--- config.mk ---
export PLATFORM = sky130hd
export DESIGN_NAME = telemetry_pattern_gen
export DESIGN_NICKNAME = d
export VERILOG_FILES = /design/src/rtl/telemetry_pattern_gen.sv
export SDC_FILE = /design/constraint.sdc
export NUM_CORES = 1
export LEC_CHECK = 0
export ABC_AREA = 0
export BUFFER_PORTS_ARGS = -buffer_cell sky130_fd_sc_hd__buf_2
export CAP_MARGIN = 20
export CORE_MARGIN = 8
export CORE_UTILIZATION = 58
export CTS_BUF_LIST = sky130_fd_sc_hd__clkbuf_16
export DETAILED_ROUTE_END_ITERATION = 12
export HOLD_SLACK_MARGIN = 0.02
export MAX_ROUTING_LAYER = met4
export PLACE_DENSITY = 0.83
export SYNTH_ARGS = -nofsm -noshare
export SYNTH_HDL_FRONTEND = slang
export SYNTH_SLANG_ARGS = --single-unit
--- constraint.sdc ---
create_clock -name clk_128 -period 8.2 [get_ports clk_128]
set_clock_uncertainty 0.1 [all_clocks]
set_input_delay 0.41 -clock clk_128 [delete_from_list [all_inputs] [get_ports clk_128]]
set_output_delay 0.41 -clock clk_128 [all_outputs]
set_load 0.02 [all_outputs]
--- src/rtl/telemetry_pattern_gen.sv ---
// Multi-channel framed test-packet generator between the trigger/request handshake and the
// telemetry serializer. Packets are served round-robin and carry counter, LFSR, fixed or walking-one payloads.
module telemetry_pattern_gen #(
  parameter int          PKT_WIDTH  = 88,
  parameter int          NUM_CH     = 2,
  parameter int          RATE_WIDTH = 16,
  parameter int          SEQ_WIDTH  = 16,
  parameter logic [7:0]  HEADER     = 8'hA5
) (
  input  logic                  clk_128,
  input  logic                  ft_reset,
  input  logic                  enable,
  input  logic [RATE_WIDTH-1:0] rate,
  input  logic [1:0]            mode,
  input  logic [31:0]           fixed_pattern,
  input  logic [NUM_CH-1:0]     ch_enable,
  output logic                  telemetry_trigger,
  input  logic                  telemetry_request,
  output logic [PKT_WIDTH-1:0]  packet,
  output logic                  packet_valid,
  input  logic                  serializer_ready,
  output logic                  overrun,
  input  logic                  overrun_clear,
  output logic [31:0]           pkt_count
);

  localparam int          PAY_W     = PKT_WIDTH - 16 - SEQ_WIDTH;
  localparam int          CH_W      = (NUM_CH > 1) ? $clog2(NUM_CH) : 1;
  localparam logic [31:0] LFSR_SEED = 32'hACE10001;

  // IDLE wait tick | WAIT_REQ wait grant | SELECT pick channel, build packet | EMIT hold until ready
  typedef enum logic [1:0] {IDLE, WAIT_REQ, SELECT, EMIT} state_t;

  state_t                state;
  logic [RATE_WIDTH-1:0] timer;
  logic                  tick;
  logic [CH_W-1:0]       rr_ptr;
  logic [CH_W-1:0]       cur_ch;
  logic [1:0]            mode_q;
  logic [31:0]           lfsr;
  logic [31:0]           lfsr_next;
  logic [SEQ_WIDTH-1:0]  seq [NUM_CH];
  logic [31:0]           cnt [NUM_CH];
  logic [4:0]            widx [NUM_CH];
  logic                  sel_found;
  logic [CH_W-1:0]       sel_ch;
  logic [31:0]           src;
  logic [PAY_W-1:0]      payload;

  function automatic logic [CH_W-1:0] wrap_ch(input int v);
    return CH_W'(v % NUM_CH);
  endfunction

  assign tick      = enable && (rate != '0) && (timer >= rate - 1'b1);
  assign lfsr_next = {lfsr[30:0], lfsr[31] ^ lfsr[21] ^ lfsr[1] ^ lfsr[0]};
  assign payload   = PAY_W'(src);

  always_ff @(posedge clk_128 or posedge ft_reset) begin
    if (ft_reset) begin
      timer <= '0;
    end else if (!enable || (rate == '0) || tick) begin
      timer <= '0;
    end else begin
      timer <= timer + 1'b1;
    end
  end

  // Scan downward so the nearest enabled channel after the pointer wins.
  always_comb begin
    sel_found = 1'b0;
    sel_ch    = '0;
    for (int i = NUM_CH; i >= 1; i--) begin
      if (ch_enable[wrap_ch(int'(rr_ptr) + i)]) begin
        sel_found = 1'b1;
        sel_ch    = wrap_ch(int'(rr_ptr) + i);
      end
    end
  end

  always_comb begin
    case (mode)
      2'd0:    src = cnt[sel_ch];
      2'd1:    src = lfsr;
      2'd2:    src = fixed_pattern;
      default: src = 32'h1 << widx[sel_ch];
    endcase
  end

  always_ff @(posedge clk_128 or posedge ft_reset) begin
    if (ft_reset) begin
      state             <= IDLE;
      telemetry_trigger <= 1'b0;
      packet            <= '0;
      packet_valid      <= 1'b0;
      overrun           <= 1'b0;
      pkt_count         <= '0;
      rr_ptr            <= CH_W'(NUM_CH - 1);
      cur_ch            <= '0;
      mode_q            <= '0;
      lfsr              <= LFSR_SEED;
      for (int i = 0; i < NUM_CH; i++) begin
        seq[i]  <= '0;
        cnt[i]  <= '0;
        widx[i] <= '0;
      end
    end else begin
      telemetry_trigger <= 1'b0;
      if (overrun_clear) begin
        overrun <= 1'b0;
      end else if (tick && (state != IDLE)) begin
        overrun <= 1'b1;
      end
      case (state)
        IDLE: begin
          if (tick) begin
            telemetry_trigger <= 1'b1;
            state             <= WAIT_REQ;
          end
        end
        WAIT_REQ: begin
          if (!enable) begin
            state <= IDLE;
          end else if (telemetry_request) begin
            state <= SELECT;
          end
        end
        SELECT: begin
          if (!sel_found) begin
            state <= IDLE;
          end else begin
            cur_ch       <= sel_ch;
            mode_q       <= mode;
            rr_ptr       <= sel_ch;
            packet       <= {HEADER, 8'(sel_ch), seq[sel_ch], payload};
            packet_valid <= 1'b1;
            state        <= EMIT;
          end
        end
        EMIT: begin
          if (serializer_ready) begin
            packet_valid <= 1'b0;
            seq[cur_ch]  <= seq[cur_ch] + 1'b1;
            pkt_count    <= pkt_count + 32'd1;
            case (mode_q)
              2'd0:    cnt[cur_ch]  <= cnt[cur_ch] + 32'd1;
              2'd1:    lfsr         <= lfsr_next;
              2'd3:    widx[cur_ch] <= widx[cur_ch] + 5'd1;
              default: ;
            endcase
            state <= IDLE;
          end
        end
        default: state <= IDLE;
      endcase
    end
  end

endmodule

# After elaboration in Yosys (flattened, before gate mapping)
# Cells that the tools add are included.
# op_classes
order_cmp,6
bitwise,5
eq_ne,11
div_mod_pow,0
multipliers,0
reduce_logical,22
addsub,8
n_mux,50
n_shift,1
# op_table
operator,count
$mux W32,7
$mux W16,8
$pmux W32 S3,1
$add A32 B1 Y32 const B,2
$bwmux W64,1
$mux W5,7
$add A16 B1 Y16 const B,2
$bwmux W32,1
$demux W32 S1,1
$shl A1 B5 Y32 const A,1
$demux W16 S1,1
$ge A16 B16 Y1,1
$logic_not A16 Y1,1
$reduce_bool A16 Y1,1
$sub A16 B1 Y16 const B,1
$reduce_and A3 Y1,5
$mux W1,14
$bwmux W10,1
$mux W2,5
$eq A2 B2 Y1 const B,4
$pmux W2 S4,1
$eq A2 B1 Y1 const B,3
$logic_not A2 Y1,3
$ne A2 B2 Y1 const B,3
15 further kinds,28
# word_totals
n_memories,0
ram_bits,0
wordCells,120
input_bits,58
latch_bits,0
romBits,0
regBits,245
output_inout_bits,123

# Longest topological paths before layout
# Gate-level depths: netlist of the first run.
# depth
depth_word,11
depth_mapped,13
mapped_depth_nobuf,11

# Worst setup path after synthesis of the first run
# Ideal clock, no wire load.
# synth_timing
kind,input port to flip-flop
from,input port rate[2]
to,register timer[9]
setup_time_ps,72
t_arrival_ps,2805
n_path_buf,1
path_stages,12
required_time_ps,8028
slack_ps,5223
path_cell_list,nor3_1 -> nand3b_1 -> nor4_1 -> nand2_1 -> xor2_1 -> ha_1 -> a21oi_1 -> o21ai_0 -> a221oi_1 -> nand3_2 -> buf_6 -> nor2_1
# synth_between
elab_chain_cells,5
word_cells_on_any_way,9
cone_classes,add/sub (1); order compare (1); mux (1); reduce/logical (6)
# synth_lines
item,line_no,source
"start, declared",13,"input logic [RATE_WIDTH-1:0] rate,"
$sub A16 B1 Y16 or $reduce_bool A16 Y1 (tied branches),54,assign tick = enable && (rate != '0) && (timer >= rate - 1'b1);
$ge A16 B16 Y1 or $logic_and A1 B1 Y1 (tied branches),54,
$logic_and A1 B1 Y1,54,
$logic_or A1 B1 Y1 *,61,end else if (!enable || (rate == '0) || tick) begin
$mux W16 *,61,
"end signal, assigned",64,timer <= timer + 1'b1;
"end, declared",35,logic [RATE_WIDTH-1:0] timer;
# Mark *: on every way between the ends. The rest lies on a longest branch, timed or not.
# A chain may end at the register's enable or synchronous reset.

==> results of run 1 <==
## synth_stat cells, drive strengths merged (5+ instances only)
library cell	count	area share
a21oi	26	0.010
a22oi	35	0.022
a31oi	8	0.0039
and2	10	0.0048
and3	16	0.0077
and4	6	0.0041
buf	65	0.035
clkbuf	27	0.0078
dfrtp	234	0.45
dfstp	10	0.020
ha	22	0.021
inv	14	0.0041
mux2	47	0.041
mux2i	60	0.046
nand2	139	0.040
nand2b	8	0.0039
nand3	41	0.016
nand3b	10	0.0068
nand4	33	0.019
nand4b	8	0.0070
nor2	93	0.027
nor2b	5	0.0024
nor3	37	0.015
nor3b	5	0.0037
nor4	8	0.0039
o211ai	16	0.0093
o21ai	61	0.024
o22a	17	0.011
xnor2	92	0.062
xor2	62	0.042
## critical path, stage by stage, from the launching register on
cell	delay (ns)
dfrtp_2	0.66
buf_4	0.52
nand4_1	0.28
o22ai_2	0.42
and4_1	0.56
nor4b_2	0.30
xor2_1	0.16
## layout make-up
cell class	instances	share of cell area
diodes	1	0.000171
clock buffers	27	0.0463
clock inverters	21	0.00900
inverters	14	0.00411
multi-input cells	936	0.438
flip-flops and latches	244	0.419
well taps	280	0.0240
repair buffers	157	0.0596
## flip-flops by register name, indices dropped and copies added, names as in the netlist
register	count
lfsr	32
overrun	1
telemetry_trigger	1
packet_valid	1
packet	50
timer	16
state	2
rr_ptr	1
widx	10
mode_q	2
cnt	64
pkt_count	32
seq	32
## path summary, 6_finish.rpt
| check | from | to | depth (start not counted) |
|---|---|---|---|
| setup reg to reg | packet[72] | cnt[58] | 6 |
| max in group asynchronous | ft_reset | lfsr[21] | 6 |
| hold / removal | overrun_clear | overrun | 3 |
| setup / recovery | packet[72] | cnt[58] | 6 |
| min in group asynchronous | ft_reset | packet[31] | 3 |
| hold reg to reg | pkt_count[31] | pkt_count[31] | 1 |
## through the flow
step                      std cells  power, W  area, sq um  hold WS [ns]  worst slack [ns]
after floorplan                1286   0.00196        13100         0.339              1.01
after global placement         1627   0.00213        13700         0.356              4.81
after detailed placement       1628   0.00216        13700         0.352              4.67
after CTS                      1676   0.00326        14500        0.0816              5.16
after global routing           1680   0.00340        14600        0.0983              4.89
final                          1680   0.00325        14600        0.0960              5.09
## power groups by stage
stage / clock network (W) / registers, W / logic, W
finish: 0.00110 / 0.00144 / 0.000709
global route: 0.00117 / 0.00146 / 0.000769
CTS: 0.00112 / 0.00144 / 0.000708
detailed placement: 0 / 0.00146 / 0.000704
global placement: 0 / 0.00145 / 0.000680
floorplan: 0 / 0.00154 / 0.000427
## kinds of logic after synthesis
group	share of synthesized area
simple gates	0.172
flops	0.472
compound gates	0.0966
xor+xnor	0.104
mux	0.0871
buf+inv	0.0471
fa+ha+maj	0.0212
other cells	0.000289
## repair_timing
action                    CTS  global route
hold buffers                0             1
hold endpoints to repair    0            63
buffers inserted            0             0
## routing by layer
layer | track usage | share of wire | up-vias
met3 | 0.0273 | 0.073 | 73
li1 | - | - | 4612
met1 | 0.307 | 0.43 | 4884
met4 | 0.0739 | 0.027 | 0
met2 | 0.356 | 0.47 | 379
met5 | - | 0 | -
==> out/qor.log, run 1 <==
[floorplanning] effective utilization at floorplan 0.592
[cts] clock slew at reported path FFs 0.06 ns
[timing] accumulated negative setup slack 0 ns
[logic_synthesis] cell count after synthesis 1252
[critical_path] Worst R2R Setup Slack 5.09 ns
[global_routing] antenna violations before repair 1
[detailed_routing] wirelength, routed 31.1 mm
[detailed_routing] first-pass detailed-route iteration total 6
[logic_synthesis] leading register cell type out of synthesis dfrtp_1
[critical_path] startpoint type of the worst setup path flop
[pwr] Leak 6.99 nW
[finish] leading cell types in the layout, fill and taps excluded dfrtp_1, buf_2, nand2_1
[logic_synthesis] number of warnings printed during yosys synthesis 0
[finish] fraction of final layout cells sized beyond drive strength 1 0.202
[logic_synthesis] Synth Cell Area 13000 sq um
[global_routing] global routing usage summed across all routing layers 0.228
[global_routing] leftover overflow at the end of global routing 0
[critical_path] type of the setup path with the least slack flop to flop
[flow_run] maximum capacitance violations 0
[floorplanning] die area 27400 sq um
[pwr] worst vdd ir 0.000157 V
[detailed_routing] number of DRC violations after detailed routing 0
[pwr] switching portion of total power 0.317
[logic_synthesis] count of flip-flops with a built-in enable after synthesis 0
[pwr] sequential cell fraction of total power 0.442
[finish] area added between synthesis and finish 12.6%
[cts] later-pin clock latency in the skew report 0.53 ns
[timing] max-slew violation total from the final report 0
[timing] fmax 0.322 GHz
[floorplanning] number of cell rows 54
[cts] cell at the root of the clock tree clkbuf_16
[finish] most frequent standard cell in the layout excluding fill and tap cells dfrtp_1
[placement] total of buffers placed on input and output ports 145
[detailed_routing] average vias per placed instance 5.92
[finish] layout net count 1459
[floorplanning] die width 166 um
[cts] CTS tree yes
[global_routing] first-pass GRT wire length 49.5 mm
[finish] fillers 1642
[timing] worst relative slew slack 0.283
[logic_synthesis] share of synthesized area occupied by flip-flops and latches 0.472
[pwr] internal power consumption 0.00222 W
[pwr] cell area power density 223 nW/um^2
[global_routing] largest net degree at the start of global routing 159
[detailed_routing] number of DRC violations after detailed-routing iteration 0 1007
[floorplanning] number of ports placed on the die boundary 181
[min_path] worst hold path class primary input to flop
[finish] area of the multi-input gates 6390 sq um
[timing] final worst-path cycle share 0.379
[critical_path] Worst Path Max Fanout 42
[critical_path] Worst Setup End Kind flop
[cts] CTS Buf Count 26
[timing] final critical delay including setup and external delays 3.11 ns
[timing] total count of hold-check failures in the final report 0
[critical_path] Worst EP arrival 3.46 ns
[cts] Resized cells post-CTS 0
[logic_synthesis] share of synthesized flip-flops with an asynchronous set or reset 1.00
[critical_path] worst path required time 8.55 ns
[timing] actual slew at the worst max-slew pin 1.07 ns
[pwr] part of the total power dissipated in combinational logic 0.218
[pwr] switching power of the nets 0.00103 W
[finish] post-layout util 0.667
[cts] H-Tree Depth 1
[floorplanning] die span in y 166 um
[timing] endpoints failing setup 0
[placement] routability congestion estimate 0.910
[cts] buffer levels on the longest clock path 3
[detailed_routing] count of antenna-violating nets left after detailed routing 0
[detailed_routing] number of vias in the routed layout 9948
[pwr] proportion of power drawn by the clock network 0.339
[placement] DP Wirelength 22.1 mm
[cts] clock net sink count 244
[run_status] status finished, final reports clean
[global_routing] via count of the first global-routing pass 9504
[logic_synthesis] Mapped Avg Cell Area 10.4 sq um
[finish] area occupied by registers 6120 sq um
[logic_synthesis] count of different cell masters after synthesis 71
[timing] setup repair after global routing missed its margin false
[logic_synthesis] flop and latch count out of synthesis 244
[floorplanning] core outline area 21900 sq um
[detailed_routing] post-detailed-route wirelength per cell 18.5 um
Note: power is estimated with default switching activity, not from simulation.
==> run 2, diff against run 1 <==
--- a/config.mk
+++ b/config.mk
@@ -9,12 +9,12 @@
 export BUFFER_PORTS_ARGS = -buffer_cell sky130_fd_sc_hd__buf_2
 export CAP_MARGIN = 20
 export CORE_MARGIN = 8
-export CORE_UTILIZATION = 58
+export CORE_UTILIZATION = 53
 export CTS_BUF_LIST = sky130_fd_sc_hd__clkbuf_16
 export DETAILED_ROUTE_END_ITERATION = 12
 export HOLD_SLACK_MARGIN = 0.02
 export MAX_ROUTING_LAYER = met4
-export PLACE_DENSITY = 0.83
+export PLACE_DENSITY = 0.8
 export SYNTH_ARGS = -nofsm -noshare
 export SYNTH_HDL_FRONTEND = slang
 export SYNTH_SLANG_ARGS = --single-unit
==> constraint.sdc (replaced) <==
create_clock -name clk_128 -period 2.8 [get_ports clk_128]
set_clock_uncertainty 0.1 [all_clocks]
set_input_delay 0.14 -clock clk_128 [delete_from_list [all_inputs] [get_ports clk_128]]
set_output_delay 0.14 -clock clk_128 [all_outputs]
set_load 0.02 [all_outputs]
==> run 2 against run 1 <==
Clock-buffer cell count stayed put. Die area is 8.5% higher. Via count is 2.7% higher. Register-to-register slack worse by 4.8 ns. Routed wire length is 6.9% higher. Critical path depth is 1 higher. Global-route usage is 0.26 points higher. Setup slack worse by 4.8 ns. Sequential share of layout area is 1.7 points lower. Non-clock buffer count is 54 higher. Combinational power grew to 3.2 times the previous value. Critical path type unchanged. Largest power group unchanged.
==> out/qor.log, run 2 (same netlist as run 1, synthesis figures left out) <==
[timing] final worst-path cycle share 0.893 [+0.514]
[critical_path] worst path required time 3.10 ns [-5.45 ns]
[floorplanning] number of cell rows 57 [+5.6%]
[detailed_routing] first-pass detailed-route iteration total 5 [-1]
[detailed_routing] count of antenna-violating nets left after detailed routing 0 [unchanged]
[timing] setup repair after global routing missed its margin false
[critical_path] worst path cell trace buf_12, mux2_2, ha_1, o21ai_1, nor3_1, nand3_1, xnor2_1
[floorplanning] effective utilization at floorplan 0.536 [-0.0560]
[critical_path] cell family with the largest share of critical-path delay simple AND/OR/NAND/NOR gates
[pwr] worst vdd ir 0.000490 V [+210%]
[timing] final critical delay including setup and external delays 2.50 ns [-0.608 ns]
[floorplanning] die area 29700 sq um [+8.5%]
[finish] leading cell types in the layout, fill and taps excluded dfrtp_1, buf_2, nand2_1
[placement] DP Wirelength 23.7 mm [+7.1%]
[min_path] cell count of the worst hold path 5 [+2]
[timing] fmax 0.400 GHz [+24%]
[critical_path] CP max stage cell nor3_1
[min_path] hold worst-path end packet[30]
[cts] buffer levels on the longest clock path 3 [unchanged]
[cts] CTS tree yes
[timing] endpoints failing setup 0 [unchanged]
[min_path] worst hold path class primary input to flop
[finish] area added between synthesis and finish 17.4%
[finish] most frequent standard cell in the layout excluding fill and tap cells dfrtp_1
[finish] Top reg by flops cnt
[timing] max-slew violation total from the final report 0 [unchanged]
[detailed_routing] average vias per placed instance 5.74 [-3.0%]
[detailed_routing] number of vias in the routed layout 10.2k [+2.7%]
[detailed_routing] post-detailed-route wirelength per cell 18.7 um [+0.87%]
[detailed_routing] number of DRC violations after detailed routing 0 [unchanged]
[placement] routability congestion estimate 0.912 [+0.24%]
[critical_path] Worst Setup End Kind flop
[pwr] cell area power density 643 nW/um^2 [+190%]
[placement] placement-stage cell area 14100 sq um [+2.4%]
[detailed_routing] number of DRC violations after detailed-routing iteration 0 937 [-7.0%]
[finish] fraction of final layout cells sized beyond drive strength 1 0.210 [+0.00834]
[critical_path] type of the setup path with the least slack flop to flop
[critical_path] Worst R2R Setup Slack 0.30 ns [-4.79 ns]
[cts] later-pin clock latency in the skew report 0.54 ns [about the same]
[floorplanning] die width 172 um [+4.2%]
[floorplanning] number of ports placed on the die boundary 181 [unchanged]
[pwr] Leak 7.24 nW [+3.6%]
[min_path] startpoint of the lowest-slack hold path fixed_pattern[30]
[global_routing] via count of the first global-routing pass 10.4k [+9.2%]
[critical_path] number of cells on the worst reg-to-reg path 7 [+1]
[cts] H-Tree Depth 1 [unchanged]
[run_status] status finished, final reports clean
[critical_path] Worst EP arrival 2.80 ns [-0.66 ns]
[critical_path] Reg-to-Reg End seq[14]
[floorplanning] die span in y 172 um [+4.2%]
[timing] worst relative slew slack 0.492 [+0.209]
[critical_path] Crit path largest cell delay 0.59 ns [-0.07 ns]
[timing] accumulated negative setup slack 0 ns [unchanged]
[finish] Regs by FF count cnt x64, packet x50
[global_routing] global routing usage summed across all routing layers 0.231 [+0.00265]
[placement] total of buffers placed on input and output ports 145 [unchanged]
[cts] cell at the root of the clock tree clkbuf_16
[finish] post-layout instance area 15200 sq um [+4.3%]
[cts] Resized cells post-CTS 0 [unchanged]
[cts] clock slew at reported path FFs 0.06 ns [about the same]
[cts] CTS Hold Buffers Added 32 [+32]
[flow_run] maximum capacitance violations 0 [unchanged]
[critical_path] startpoint type of the worst setup path flop
[finish] max FFs per register 64 [unchanged]
[cts] number of buffers inserted by post-CTS setup repair 0 [unchanged]
[floorplanning] core outline area 24200 sq um [+10%]
[critical_path] start of the worst register-to-register path packet[72]
[global_routing] antenna violations before repair 3 [+2]
[timing] final worst slack 0.301 ns [-4.79 ns]
[global_routing] largest net degree at the start of global routing 68 [-57%]
[critical_path] worst path bufs/invs 1 [unchanged]
[detailed_routing] wirelength, routed 33.3 mm [+6.9%]
[cts] clock net sink count 244 [unchanged]
[critical_path] Worst Path Max Fanout 44 [+4.8%]
[timing] actual slew at the worst max-slew pin 0.762 ns [-0.313 ns]
[placement] worst slack, placed -0.174 ns [-4.85 ns]
[cts] CTS Buf Count 26 [unchanged]
[finish] layout net count 1513 [+3.7%]
[timing] total count of hold-check failures in the final report 0 [unchanged]
[global_routing] first-pass GRT wire length 53.8 mm [+8.6%]
[global_routing] leftover overflow at the end of global routing 0 [unchanged]
[run 2: changes by cell type in the layout (fill, tap and decap cells not counted), moves of 2 or more]
cell / previous run / this run
buf_4: 8 / 26
buf_16: 2 / 0
dlygate4sd3_1: 1 / 32
diode_2: 1 / 3
buf_12: 1 / 7
clkinv_2: 6 / 4
[run 2: worst max path at each step]
stage,start,end,slack (ns),cells after the start
6_report,packet[72],seq[14],0.30,7
5_1_grt,rate[2],timer[8],0.06,12
4_1_cts,packet[72],seq[14],0.30,7
3_5_place_dp,rate[3],timer[14],-0.17,12
3_3_place_gp,rate[2],timer[13],-0.02,12
2_1_floorplan,ft_reset,cnt[0],-0.64,1
[run 2: stage by stage]
step | cells | hold WS (ns) | total power (W) | utilization
6_report | 1780 | 0.0488 | 0.00979 | 0.630
3_5_place_dp | 1697 | 0.174 | 0.00642 | 0.582
3_3_place_gp | 1696 | 0.168 | 0.00633 | 0.581
4_1_cts | 1777 | 0.0365 | 0.00981 | 0.629
5_1_grt | 1780 | 0.0456 | 0.0102 | 0.630
2_1_floorplan | 1286 | 0.145 | 0.00578 | -
[run 2: per-layer routing]
layer	wire, um	vias up	track usage
met2	15900	419	0.372
met1	13800	4999	0.290
met4	1120	0	0.0937
met3	2450	90	0.0322
li1	-	4711	-
met5	0	-	-
[run 2: final cells by class]
type	count	area, sq um
flip-flops and latches	244	6120
repair buffers	211	1400
clock buffers	27	676
multi-input cells	936	6410
clock inverters	21	155
inverters	14	56.3
diodes	3	7.51
fillers	1877	8950
well taps	324	405
[run 2: power breakdown]
part	internal [W]	switching, W
Clock	0.00193	0.00141
Combinational	0.000853	0.00140
Sequential	0.00389	0.000300
[run 2: worst min-delay path: cells and delay by family]
kind,cells,cell delay [ns]
AND/OR/NAND/NOR,1,0.12
AO/OA/AOI/OAI,3,0.30
buffers and inverters,1,0.07
==> run 3, diff against run 2 <==
--- a/config.mk
+++ b/config.mk
@@ -14,7 +14,7 @@
 export DETAILED_ROUTE_END_ITERATION = 12
 export HOLD_SLACK_MARGIN = 0.02
 export MAX_ROUTING_LAYER = met4
-export PLACE_DENSITY = 0.8
+export PLACE_DENSITY = 0.77
 export SYNTH_ARGS = -nofsm -noshare
 export SYNTH_HDL_FRONTEND = slang
 export SYNTH_SLANG_ARGS = --single-unit
==> run 3 against run 2 <==
Total power is 0.28% higher. Sequential share of layout area hardly changed. Via count is 1.1% lower. Sequential power hardly changed. Critical path depth stayed put. Flip-flop and latch count stayed put. Routed wire length is 1.6% lower. Utilization hardly changed. Global-route usage is 0.49 points lower. Die area stayed put. Worst hold slack worse by 0.0029 ns. Non-clock buffer count stayed put. Highest routed layer unchanged.
==> out/qor.log, run 3 (same netlist as run 1, synthesis figures left out) <==
[finish] most frequent standard cell in the layout excluding fill and tap cells dfrtp_1
[timing] worst relative slew slack 0.526 [+0.0338]
[floorplanning] effective utilization at floorplan 0.536 [unchanged]
[cts] clock net sink count 244 [unchanged]
[critical_path] cell family with the largest share of critical-path delay simple AND/OR/NAND/NOR gates
[flow_run] maximum capacitance violations 0 [unchanged]
[global_routing] first-pass GRT wire length 53.0 mm [-1.4%]
[floorplanning] core outline area 24200 sq um [unchanged]
[finish] post-layout util 0.630 [about the same]
[cts] H-Tree Depth 1 [unchanged]
[finish] leading cell types in the layout, fill and taps excluded dfrtp_1, buf_2, nand2_1
[placement] total of buffers placed on input and output ports 145 [unchanged]
[placement] placement-stage cell area 14000 sq um [-0.39%]
[global_routing] largest net degree at the start of global routing 72 [+5.9%]
[detailed_routing] count of antenna-violating nets left after detailed routing 0 [unchanged]
[cts] CTS Buf Count 26 [unchanged]
[critical_path] Worst EP arrival 2.93 ns [+0.13 ns]
[finish] layout net count 1513 [unchanged]
[timing] setup repair after global routing missed its margin false
[floorplanning] number of cell rows 57 [unchanged]
[detailed_routing] number of DRC violations after detailed routing 0 [unchanged]
[floorplanning] number of ports placed on the die boundary 181 [unchanged]
[critical_path] Crit path largest cell delay 0.54 ns [-0.05 ns]
[timing] endpoints failing setup 0 [unchanged]
[global_routing] antenna violations before repair 2 [-1]
[timing] fmax 0.386 GHz [-3.4%]
[detailed_routing] number of DRC violations after detailed-routing iteration 0 990 [+5.7%]
[global_routing] global routing usage summed across all routing layers 0.226 [-0.00490]
[pwr] Leak 7.23 nW [-0.10%]
[min_path] worst hold path class primary input to flop
[pwr] cell area power density 644 nW/um^2 [+0.24%]
[timing] actual slew at the worst max-slew pin 0.711 ns [-0.0507 ns]
[critical_path] worst path cell trace mux2_2, ha_4, nand4b_1, a221oi_4, and4_1, nor4b_2, xor2_1
[finish] Top reg by flops cnt
[placement] DP Wirelength 23.3 mm [-1.7%]
[finish] area added between synthesis and finish 17.4% [about the same]
[critical_path] type of the setup path with the least slack flop to flop
[cts] Resized cells post-CTS 0 [unchanged]
[critical_path] Worst Setup End Kind flop
[detailed_routing] first-pass detailed-route iteration total 5 [unchanged]
[timing] max-slew violation total from the final report 0 [unchanged]
[detailed_routing] number of vias in the routed layout 10.1k [-1.1%]
[global_routing] leftover overflow at the end of global routing 0 [unchanged]
[cts] CTS Hold Buffers Added 34 [+6.3%]
[floorplanning] die span in y 172 um [unchanged]
[cts] buffer levels on the longest clock path 3 [unchanged]
[finish] fraction of final layout cells sized beyond drive strength 1 0.208 [-0.00206]
[critical_path] startpoint type of the worst setup path flop
[finish] Regs by FF count cnt x64, packet x50
[floorplanning] die area 29700 sq um [unchanged]
[floorplanning] die width 172 um [unchanged]
[pwr] total power after layout 0.00981 W [+0.28%]
[timing] final critical delay including setup and external delays 2.59 ns [+0.0886 ns]
[detailed_routing] post-detailed-route wirelength per cell 18.4 um [-1.6%]
[timing] Final Hold Slack 0.0460 ns [-0.00286 ns]
[cts] CTS tree yes
[critical_path] CP max stage cell and4_1
[timing] accumulated negative setup slack 0 ns [unchanged]
[timing] total count of hold-check failures in the final report 0 [unchanged]
[finish] max FFs per register 64 [unchanged]
[critical_path] worst path required time 3.14 ns [+0.04 ns]
[global_routing] via count of the first global-routing pass 10.2k [-2.1%]
[placement] routability congestion estimate 0.846 [-7.2%]
[run_status] status finished, final reports clean
[critical_path] worst path bufs/invs 0 [-1]
[cts] cell at the root of the clock tree clkbuf_16
[detailed_routing] average vias per placed instance 5.68 [-1.0%]
[finish] post-layout instance area 15200 sq um [about the same]
[detailed_routing] wirelength, routed 32.7 mm [-1.6%]
[cts] later-pin clock latency in the skew report 0.53 ns [about the same]
[critical_path] Worst Path Max Fanout 12 [-73%]
[cts] number of buffers inserted by post-CTS setup repair 0 [unchanged]
[pwr] worst vdd ir 0.000503 V [+2.7%]
[timing] final worst-path cycle share 0.924 [+0.0316]
[cts] clock slew at reported path FFs 0.06 ns [about the same]
[run 3: area by class of cell]
cell class	instances	area (sq um)
fill	1910	8950
multi-input combinational	936	6410
sequential	244	6120
timing repair buffer	211	1390
clock buffer	27	676
tap	324	405
clock inverter	21	170
inverter	14	56.3
antenna	2	5.00
[run 3: tightest hold or removal path, delay by kind of cell]
family,cells,cell delay (ns)
compound gates,3,0.31
simple gates,1,0.10
buf+inv,1,0.08
[run 3: metrics by stage]
step,worst slack (ns),instances
2_1_floorplan,-0.636,1286
3_3_place_gp,-0.0154,1694
3_5_place_dp,-0.207,1694
4_1_cts,0.238,1776
5_1_grt,0.0312,1779
6_report,0.212,1779
[run 3: power breakdown]
group / internal [W] / total, W / switching [W]
Sequential: 0.00389 / 0.00419 / 0.000303
Clock: 0.00201 / 0.00339 / 0.00138
Combinational: 0.000852 / 0.00223 / 0.00138
Total: 0.00675 / 0.00981 / 0.00306
[run 3: layer usage]
metal	GRT usage	wire, um	part of all wire
met5	-	0	0
met4	0.0798	955	0.029
met3	0.0279	2290	0.070
met2	0.357	15400	0.47
met1	0.297	14000	0.43
[run 3: worst paths after layout]
path	slack, ns	to	startpoint	depth (start not counted)
worst max-delay path	0.21	cnt[58]	packet[72]	7
worst min-delay path	0.05	packet[5]	fixed_pattern[5]	5
worst max register to register	0.21	cnt[58]	packet[72]	7
worst min register to register	0.37	pkt_count[31]	pkt_count[31]	1
max in group asynchronous	1.25	lfsr[16]	ft_reset	5
min in group asynchronous	0.60	packet[24]	ft_reset	4
